**src/rtl/decode_queue_pkg.sv**
```systemverilog
// Shared types for the decoupled decode stage: opcode enum, the halt encoding,
// the decoded bundle layout and the immediate-format helpers.
package decode_queue_pkg;

    // Datapath width the stored bundle is laid out for; the queue's XLEN must match.
    localparam int DQ_XLEN = 32;

    localparam logic [31:0] HALT_INSN = 32'hFFFF_FFFF;

    typedef enum logic [6:0] {
        OPC_LOAD   = 7'b0000011,
        OPC_STORE  = 7'b0100011,
        OPC_BRANCH = 7'b1100011,
        OPC_JAL    = 7'b1101111,
        OPC_JALR   = 7'b1100111,
        OPC_OPIMM  = 7'b0010011,
        OPC_OP     = 7'b0110011,
        OPC_LUI    = 7'b0110111,
        OPC_AUIPC  = 7'b0010111,
        OPC_SYSTEM = 7'b1110011
    } dq_opcode_t;

    typedef struct packed {
        logic [DQ_XLEN-1:0] pc;
        logic [31:0]        instr;
        logic [4:0]         rd;
        logic [4:0]         rs1;
        logic [4:0]         rs2;
        logic [DQ_XLEN-1:0] imm;
        logic               wen;
        logic               dren;
        logic               dwen;
        logic               branch;
        logic               jump;
        logic               illegal;
        logic               halt;
    } dq_bundle_t;

    function automatic logic [DQ_XLEN-1:0] imm_i(input logic [31:0] ins);
        return {{(DQ_XLEN-12){ins[31]}}, ins[31:20]};
    endfunction

    function automatic logic [DQ_XLEN-1:0] imm_s(input logic [31:0] ins);
        return {{(DQ_XLEN-12){ins[31]}}, ins[31:25], ins[11:7]};
    endfunction

    function automatic logic [DQ_XLEN-1:0] imm_b(input logic [31:0] ins);
        return {{(DQ_XLEN-13){ins[31]}}, ins[31], ins[7], ins[30:25], ins[11:8], 1'b0};
    endfunction

    function automatic logic [DQ_XLEN-1:0] imm_j(input logic [31:0] ins);
        return {{(DQ_XLEN-21){ins[31]}}, ins[31], ins[19:12], ins[20], ins[30:21], 1'b0};
    endfunction

    function automatic logic [DQ_XLEN-1:0] imm_u(input logic [31:0] ins);
        return DQ_XLEN'($signed({ins[31:12], 12'h000}));
    endfunction

endpackage

```
**src/rtl/dq_decoder.sv**
```systemverilog
// Purely combinational instruction decoder: raw instruction and PC in,
// fully populated control bundle out.
module dq_decoder
    import decode_queue_pkg::*;
(
    input  logic [31:0]        instr_i,
    input  logic [DQ_XLEN-1:0] pc_i,
    output dq_bundle_t         bundle_o
);

    // Field extraction plus per-opcode control flags and immediate selection.
    always_comb begin
        bundle_o       = '0;
        bundle_o.pc    = pc_i;
        bundle_o.instr = instr_i;
        bundle_o.rd    = instr_i[11:7];
        bundle_o.rs1   = instr_i[19:15];
        bundle_o.rs2   = instr_i[24:20];
        if (instr_i == HALT_INSN) begin
            // All-ones would otherwise fall into the illegal bucket.
            bundle_o.halt = 1'b1;
        end else begin
            case (instr_i[6:0])
                OPC_LOAD: begin
                    bundle_o.dren = 1'b1;
                    bundle_o.wen  = 1'b1;
                    bundle_o.imm  = imm_i(instr_i);
                end
                OPC_STORE: begin
                    bundle_o.dwen = 1'b1;
                    bundle_o.imm  = imm_s(instr_i);
                end
                OPC_BRANCH: begin
                    bundle_o.branch = 1'b1;
                    bundle_o.imm    = imm_b(instr_i);
                end
                OPC_JAL: begin
                    bundle_o.jump = 1'b1;
                    bundle_o.wen  = 1'b1;
                    bundle_o.imm  = imm_j(instr_i);
                end
                OPC_JALR: begin
                    bundle_o.jump = 1'b1;
                    bundle_o.wen  = 1'b1;
                    bundle_o.imm  = imm_i(instr_i);
                end
                OPC_OPIMM: begin
                    bundle_o.wen = 1'b1;
                    bundle_o.imm = imm_i(instr_i);
                end
                OPC_OP: begin
                    bundle_o.wen = 1'b1;
                end
                OPC_LUI, OPC_AUIPC: begin
                    bundle_o.wen = 1'b1;
                    bundle_o.imm = imm_u(instr_i);
                end
                OPC_SYSTEM: begin
                    bundle_o.illegal = 1'b0;
                end
                default: begin
                    bundle_o.illegal = 1'b1;
                end
            endcase
        end
    end

endmodule

```
**src/rtl/decode_queue.sv**
```systemverilog
// Decoupled decode stage: decodes at enqueue, buffers DEPTH bundles and hands
// them to execute in order, with flush, occupancy and a sticky halt.
module decode_queue
    import decode_queue_pkg::*;
#(
    parameter int DEPTH = 4,
    parameter int XLEN  = DQ_XLEN
) (
    input  logic                       CLK,
    input  logic                       RST,
    input  logic                       flush,
    input  logic                       in_valid,
    output logic                       in_ready,
    input  logic [31:0]                in_instr,
    input  logic [XLEN-1:0]            in_pc,
    output logic                       out_valid,
    input  logic                       out_ready,
    output logic [XLEN-1:0]            out_pc,
    output logic [31:0]                out_instr,
    output dq_opcode_t                 out_opcode,
    output logic [4:0]                 out_rd,
    output logic [4:0]                 out_rs1,
    output logic [4:0]                 out_rs2,
    output logic [XLEN-1:0]            out_imm,
    output logic                       out_wen,
    output logic                       out_dren,
    output logic                       out_dwen,
    output logic                       out_branch,
    output logic                       out_jump,
    output logic                       out_illegal,
    output logic                       out_halt,
    output logic [$clog2(DEPTH+1)-1:0] count,
    output logic                       halted
);

    localparam int PW = $clog2(DEPTH);
    localparam int CW = $clog2(DEPTH+1);
    typedef logic [PW-1:0] ptr_t;
    typedef logic [CW-1:0] cnt_t;

    dq_bundle_t mem_q [DEPTH];
    ptr_t       head_q, head_d;
    ptr_t       tail_q, tail_d;
    cnt_t       count_q, count_d;
    logic       halt_pending_q, halt_pending_d;
    logic       halted_q, halted_d;

    dq_bundle_t dec_s;
    dq_bundle_t head_s;
    dq_bundle_t head_vis_s;
    logic       full_s;
    logic       enq_s;
    logic       deq_s;

    dq_decoder u_decoder (
        .instr_i  (in_instr),
        .pc_i     (in_pc),
        .bundle_o (dec_s)
    );

    assign full_s    = (count_q == cnt_t'(DEPTH));
    assign in_ready  = !full_s && !halt_pending_q && !halted_q && !flush;
    assign out_valid = (count_q != cnt_t'(0));
    assign enq_s     = in_valid && in_ready;
    assign deq_s     = out_valid && out_ready;
    assign head_s    = mem_q[head_q];

    // Pointer, occupancy and halt bookkeeping; flush wins over both handshakes.
    always_comb begin
        head_d         = head_q;
        tail_d         = tail_q;
        count_d        = count_q;
        halt_pending_d = halt_pending_q;
        if (deq_s && head_s.halt) begin
            halted_d = 1'b1;
        end else begin
            halted_d = halted_q;
        end
        if (flush) begin
            head_d         = ptr_t'(0);
            tail_d         = ptr_t'(0);
            count_d        = cnt_t'(0);
            halt_pending_d = 1'b0;
        end else begin
            if (enq_s) begin
                tail_d = tail_q + ptr_t'(1);
            end else begin
                tail_d = tail_q;
            end
            if (deq_s) begin
                head_d = head_q + ptr_t'(1);
            end else begin
                head_d = head_q;
            end
            case ({enq_s, deq_s})
                2'b10:   count_d = count_q + cnt_t'(1);
                2'b01:   count_d = count_q - cnt_t'(1);
                default: count_d = count_q;
            endcase
            if (enq_s && dec_s.halt) begin
                halt_pending_d = 1'b1;
            end else begin
                halt_pending_d = halt_pending_q;
            end
        end
    end

    // State registers and bundle storage, with synchronous reset.
    always_ff @(posedge CLK) begin
        if (RST) begin
            head_q         <= ptr_t'(0);
            tail_q         <= ptr_t'(0);
            count_q        <= cnt_t'(0);
            halt_pending_q <= 1'b0;
            halted_q       <= 1'b0;
            for (int i = 0; i < DEPTH; i++) begin
                mem_q[i] <= '0;
            end
        end else begin
            head_q         <= head_d;
            tail_q         <= tail_d;
            count_q        <= count_d;
            halt_pending_q <= halt_pending_d;
            halted_q       <= halted_d;
            if (enq_s) begin
                mem_q[tail_q] <= dec_s;
            end
        end
    end

    // Head fields read as zero whenever nothing valid is presented.
    assign head_vis_s  = out_valid ? head_s : '0;
    assign out_pc      = head_vis_s.pc;
    assign out_instr   = head_vis_s.instr;
    assign out_opcode  = dq_opcode_t'(head_vis_s.instr[6:0]);
    assign out_rd      = head_vis_s.rd;
    assign out_rs1     = head_vis_s.rs1;
    assign out_rs2     = head_vis_s.rs2;
    assign out_imm     = head_vis_s.imm;
    assign out_wen     = head_vis_s.wen;
    assign out_dren    = head_vis_s.dren;
    assign out_dwen    = head_vis_s.dwen;
    assign out_branch  = head_vis_s.branch;
    assign out_jump    = head_vis_s.jump;
    assign out_illegal = head_vis_s.illegal;
    assign out_halt    = head_vis_s.halt;
    assign count       = count_q;
    assign halted      = halted_q;

endmodule

```
**config.mk**
```make
export PLATFORM = sky130hd
export DESIGN_NAME = decode_queue
export DESIGN_NICKNAME = d
export VERILOG_FILES = /design/src/rtl/decode_queue_pkg.sv /design/src/rtl/dq_decoder.sv /design/src/rtl/decode_queue.sv
export SDC_FILE = /design/constraint.sdc
export NUM_CORES = 1
export LEC_CHECK = 0
export ABC_AREA = 1
export BUFFER_PORTS_ARGS = -buffer_cell sky130_fd_sc_hd__buf_2
export CORE_MARGIN = 10
export CORE_UTILIZATION = 45
export DETAILED_ROUTE_END_ITERATION = 10
export PLACE_DENSITY_LB_ADDON = 0.08
export SLEW_MARGIN = 20
export SYNTH_ARGS = -nofsm -noshare
export SYNTH_HDL_FRONTEND = slang
export SYNTH_SLANG_ARGS = --single-unit
```
**constraint.sdc**
```tcl
create_clock -name CLK -period 13.2 [get_ports CLK]
set_input_delay 1.32 -clock CLK [delete_from_list [all_inputs] [get_ports CLK]]
set_output_delay 1.32 -clock CLK [all_outputs]
set_load 0.01 [all_outputs]
```
== Yosys cells after proc, flatten, opt, wreduce, memory -nomap -nowiden ==
Memories as Yosys holds them, arrays and structs flattened. A register that Yosys moved wholly into a read port is not among the register bits.
Cells that the tools add are included.
W data, S select, Z words.
Word-level totals
  register bits after elaboration: 9
  memory bits (writable): 472
  bits of input ports: 69
  output and inout bits: 131
  logic and storage cells: 65
  memories: 1
Memory list
  mem_q: depth 4, bits a word 118, read ports 1, clocked after Yosys merged registers in 1, write ports 4, RTL line decode_queue.sv:41  | dq_bundle_t mem_q [DEPTH];
Operators by class
  add/sub/neg operators: 4
  equality and inequality tests: 14
  multiplexer cells: 21
  reductions and logical operators: 20
Operator list (count)
  $mux W118: 2
  $pmux W32 S5: 1
  $reduce_or A118 Y1: 1
  $mux W38: 1
  $eq A32 B32 Y1 const B: 1
  $eq A7 B7 Y1 const B: 4
  $eq A7 B6 Y1 const B: 3
  $eq A7 B5 Y1 const B: 2
  $mux W1: 13
  $reduce_or A10 Y1: 1
  $eq A7 B2 Y1 const B: 1
  $logic_and A1 B1 Y1: 7
  $reduce_or A7 Y1: 1
  $mux W2: 3
  $pmux W3 S2: 1
  $reduce_or A2 Y1: 3
  $add A2 B1 Y2 const B: 2
  $logic_not A1 Y1: 4
  $add A3 B1 Y3 const B: 1
  $eq A3 B3 Y1 const B: 1
  $reduce_bool A3 Y1: 1
  $reduce_or A3 Y1: 1
  $sub A3 B1 Y3 const B: 1
  $eq A2 B1 Y1 const B: 1
  2 further kinds: 2

== Longest topological paths before layout ==
  depth in word-level cells: 11
  mapped depth: 11
  gate-level depth less buffers: 11

== Hierarchy ==
Synthesis repeated with hierarchy kept, for this count alone.
Unflattened totals
  cell total of the unflattened synthesis: 2388
  area, all modules: 23127.2 µm²
Modules (own cells, without submodules)
  decode_queue: times used 1, cells each 2157, area an instance 21887.2 µm², seq. area each 14393.8 µm²
  dq_decoder: times used 1, cells each 231, area an instance 1239.9 µm², seq. area each 0.0 µm²

== Least setup slack after synthesis ==
Ideal clock, no wire load.
  kind: input -> register
  start point: input flush
  end point: memory mem_q[3][0] (netlist name), enable pin
  setup time: 707 ps
  arrival: 8998 ps
  required time: 12493 ps
  setup slack: 3495 ps
  stages: 5
  buffers on the path: 0
  cells stage by stage: nor3_4 -> nand3_4 -> inv_1 -> nand2_1 -> o21ai_0
RTL lines
  start, declared: RTL line decode_queue.sv:11  | input logic flush,
  end, declared: RTL line decode_queue.sv:41

==> impl_metrics.py <==
metrics = {
    "status": {
        "run_status": "complete, no violations",
    },
    "placement": {
        "place_area_um2": 20900,
        "place_hpwl_um": 32500,
        "dp_slack_ns": 8.04,
        "dp_cells": 2679,
        "place_congestion": 0.853,
        "port_buffers": 199,
    },
    "synth": {
        "synth-edff-count": 412,
        "netlist_area_um2": 19700,
        "avgSynthCellArea_um2": 9.72,
        "synthArstFlopShare": 0,
        "yosysTopAreaCell": "edfxtp_1",
        "synth-main-ff-cell": "edfxtp_1",
        "ys_types": 31,
        "ys_top_cells_by_area": "edfxtp_1 63%, nor2_1 13%, o21ai_0 5.3%",
        "syn_inst": 2030,
        "syn_nets": 2101,
        "yosys_register_bits": 423,
        "yosys_warnings": 0,
        "synth_top_area_frac": 0.627,
        "seq_area_frac_synth": 0.638,
    },
    "clocking": {
        "cts_setup_buffers": 0,
        "cts_tree": "built",
        "clockRootBuffer": "clkbuf_16",
        "cts_buffer_depth": 3,
        "path_clk_slew_ns": 0.06,
        "clkSinkCount": 423,
        "cts_resized": 0,
        "clock_latency_ns": 0.58,
        "numCtsBuffers": 46,
        "cts_hold_buf": 0,
        "htree_levels": 2,
    },
    "floorplan": {
        "num_io_pins": 200,
        "core_um2": 43200,
        "die-area_um2": 52600,
        "fp.dieH_um": 229,
        "start_util": 0.457,
        "row_count": 76,
        "fp.dieW_um": 229,
    },
    "worst_setup_path": {
        "worstSetupPathType": "reg -> out",
        "max_stage_delay_ns": 0.79,
        "path_delay_family": "buffers and inverters",
        "cp.arrival_ns": 3.53,
        "endpoint_kind": "primary output",
        "worst-path-max-fanout": 120,
        "cp_cell_sequence": "inv_6, buf_4, o21ai_0, a21oi_1, buf_2",
        "cp.buffers_inverters": 3,
        "worstSetupStartpointType": "flip-flop",
        "cp_slowest_cell": "buf_4",
        "cp_data_required_time_ns": 11.88,
    },
    "global_routing": {
        "busiest_layer": "met2",
        "grt_pass1_vias": 14372,
        "grt_pass1_wl_um": 85800,
        "grt_overflow": 0,
        "use_met2": 0.342,
        "met3_usage": 0.0402,
        "gr-usage-all-layers": 0.208,
        "grt_max_degree": 121,
        "grt_use_met1": 0.276,
        "antenna_found_initial": 2,
    },
    "timing": {
        "setup-violations-final": 0,
        "max_freq_mhz": 206,
        "finalSetupTns_ns": 0,
        "maxSlewViolCount": 0,
        "fin_crit_sh": 0.367,
        "fin_ws_ns": 8.35,
        "fin_skew_ns": 0.0275,
        "fin_crit_ns": 4.85,
        "worst_pin_slew_ns": 1.00,
        "slew-limit-headroom": 0.332,
        "final-hold-violation-count": 0,
        "rsz0062_at_grt": "no",
    },
    "drt": {
        "route.detailed.drc": 0,
        "drtPass1Iterations": 5,
        "wire_per_inst_um": 20.2,
        "wl_um": 55700,
        "vias": 14666,
        "ant_nets": 0,
        "viasPerCell": 5.31,
        "drtIter0Drc": 1308,
    },
    "pwr": {
        "p_per_area_nw_per_um2": 132,
        "power.total_uw": 2940,
        "ir_drop_mv": 0.0781,
        "p_leak_uw": 0.00882,
    },
    "layout": {
        "area_delta_synth_final_pct": 13.1,
        "final_layout_size_suffix_gt1_frac": 0.166,
        "stdcell_count": 2763,
        "insertedDiodeCount": 0,
        "nets": 2213,
        "fin_area_um2": 22300,
    },
    "run": {
        "max-cap-violations": 0,
    },
    "min_path": {
        "hp-class": "reg -> reg",
    },
}
[layer usage]
metal	up-vias	routed length, µm
met1	7181	24500
met4	4	1050
li1	6963	-
met3	76	3740
met5	-	22
met2	442	26400
[cell usage after synthesis, types with 7 or more instances]
cell type / count
nand2_1: 147
nand3_1: 22
buf_1: 17
clkbuf_1: 85
o21ai_0: 210
nor3_2: 50
buf_2: 22
dfxtp_1: 11
buf_4: 23
buf_6: 8
a21oi_1: 116
nor2_1: 708
nor3_1: 31
inv_2: 11
edfxtp_1: 412
inv_1: 127
nand4_1: 7
[registers in the layout (all words and copies together), names as in the netlist, named ones only]
name	flops
count	3
halt_pending_q	1
halted	1
head_q	2
mem_q	412
tail_q	2
[tightest hold or removal path, stage by stage, from the launching register on]
cell and delay, ns:
dfxtp_1 0.30, inv_1 0.05, a21oi_1 0.07
[kinds of logic after synthesis]
logic type / synth area share
adder cells (fa/ha/maj): 0.00165
AND/OR/NAND/NOR: 0.212
buffers and inverters: 0.0646
AO/OA/AOI/OAI: 0.0837
flip-flops: 0.638
[area by class of cell]
type / count / area (µm²)
clock buffer: 70 / 1300
clock inverter: 14 / 96.3
fill: 4082 / 20900
inverter: 138 / 526
multi-input combinational: 1314 / 5910
sequential: 423 / 12600
tap: 585 / 732
timing repair buffer: 219 / 1150
[metrics by stage]
step                      hold slack (ns)  utilization
after CTS                           0.472        0.517
after floorplan                     0.436            -
after detailed placement            0.456        0.484
after global routing                0.506        0.517
final                               0.465        0.517
after global placement              0.449        0.484
[worst paths after layout]
path	start	end	slack, ns	depth (start not counted)
setup / recovery	flip-flop	out_instr[31]	8.35	5
hold / removal	head_q[1]	flip-flop	0.47	2
setup reg to reg	count[1]	mem_q[0][82]	9.06	8
hold reg to reg	head_q[1]	flip-flop	0.47	2
[where the power goes]
group	switching, µW	internal (µW)	total, µW	leakage (µW)
sequential	14.1	1530	1540	0.00436
clock	524	699	1220	0.000676
combinational	136	41.4	177	0.00379
[cell usage in the layout (no fill, tap or decap), types with 7 or more instances in the layout]
cell type and n:
nor2_1 708, a21oi_1 116, clkbuf_16 47, o21ai_0 209
nor3_1 30, edfxtp_1 412, inv_2 10, buf_4 19
inv_1 126, clkbuf_1 19, dfxtp_1 9, nor3_2 51
nand4_1 7, nand3_1 22, nand2_1 144, clkinv_1 7
buf_2 199
No activity file was read; power rests on OpenSTA's default activity.
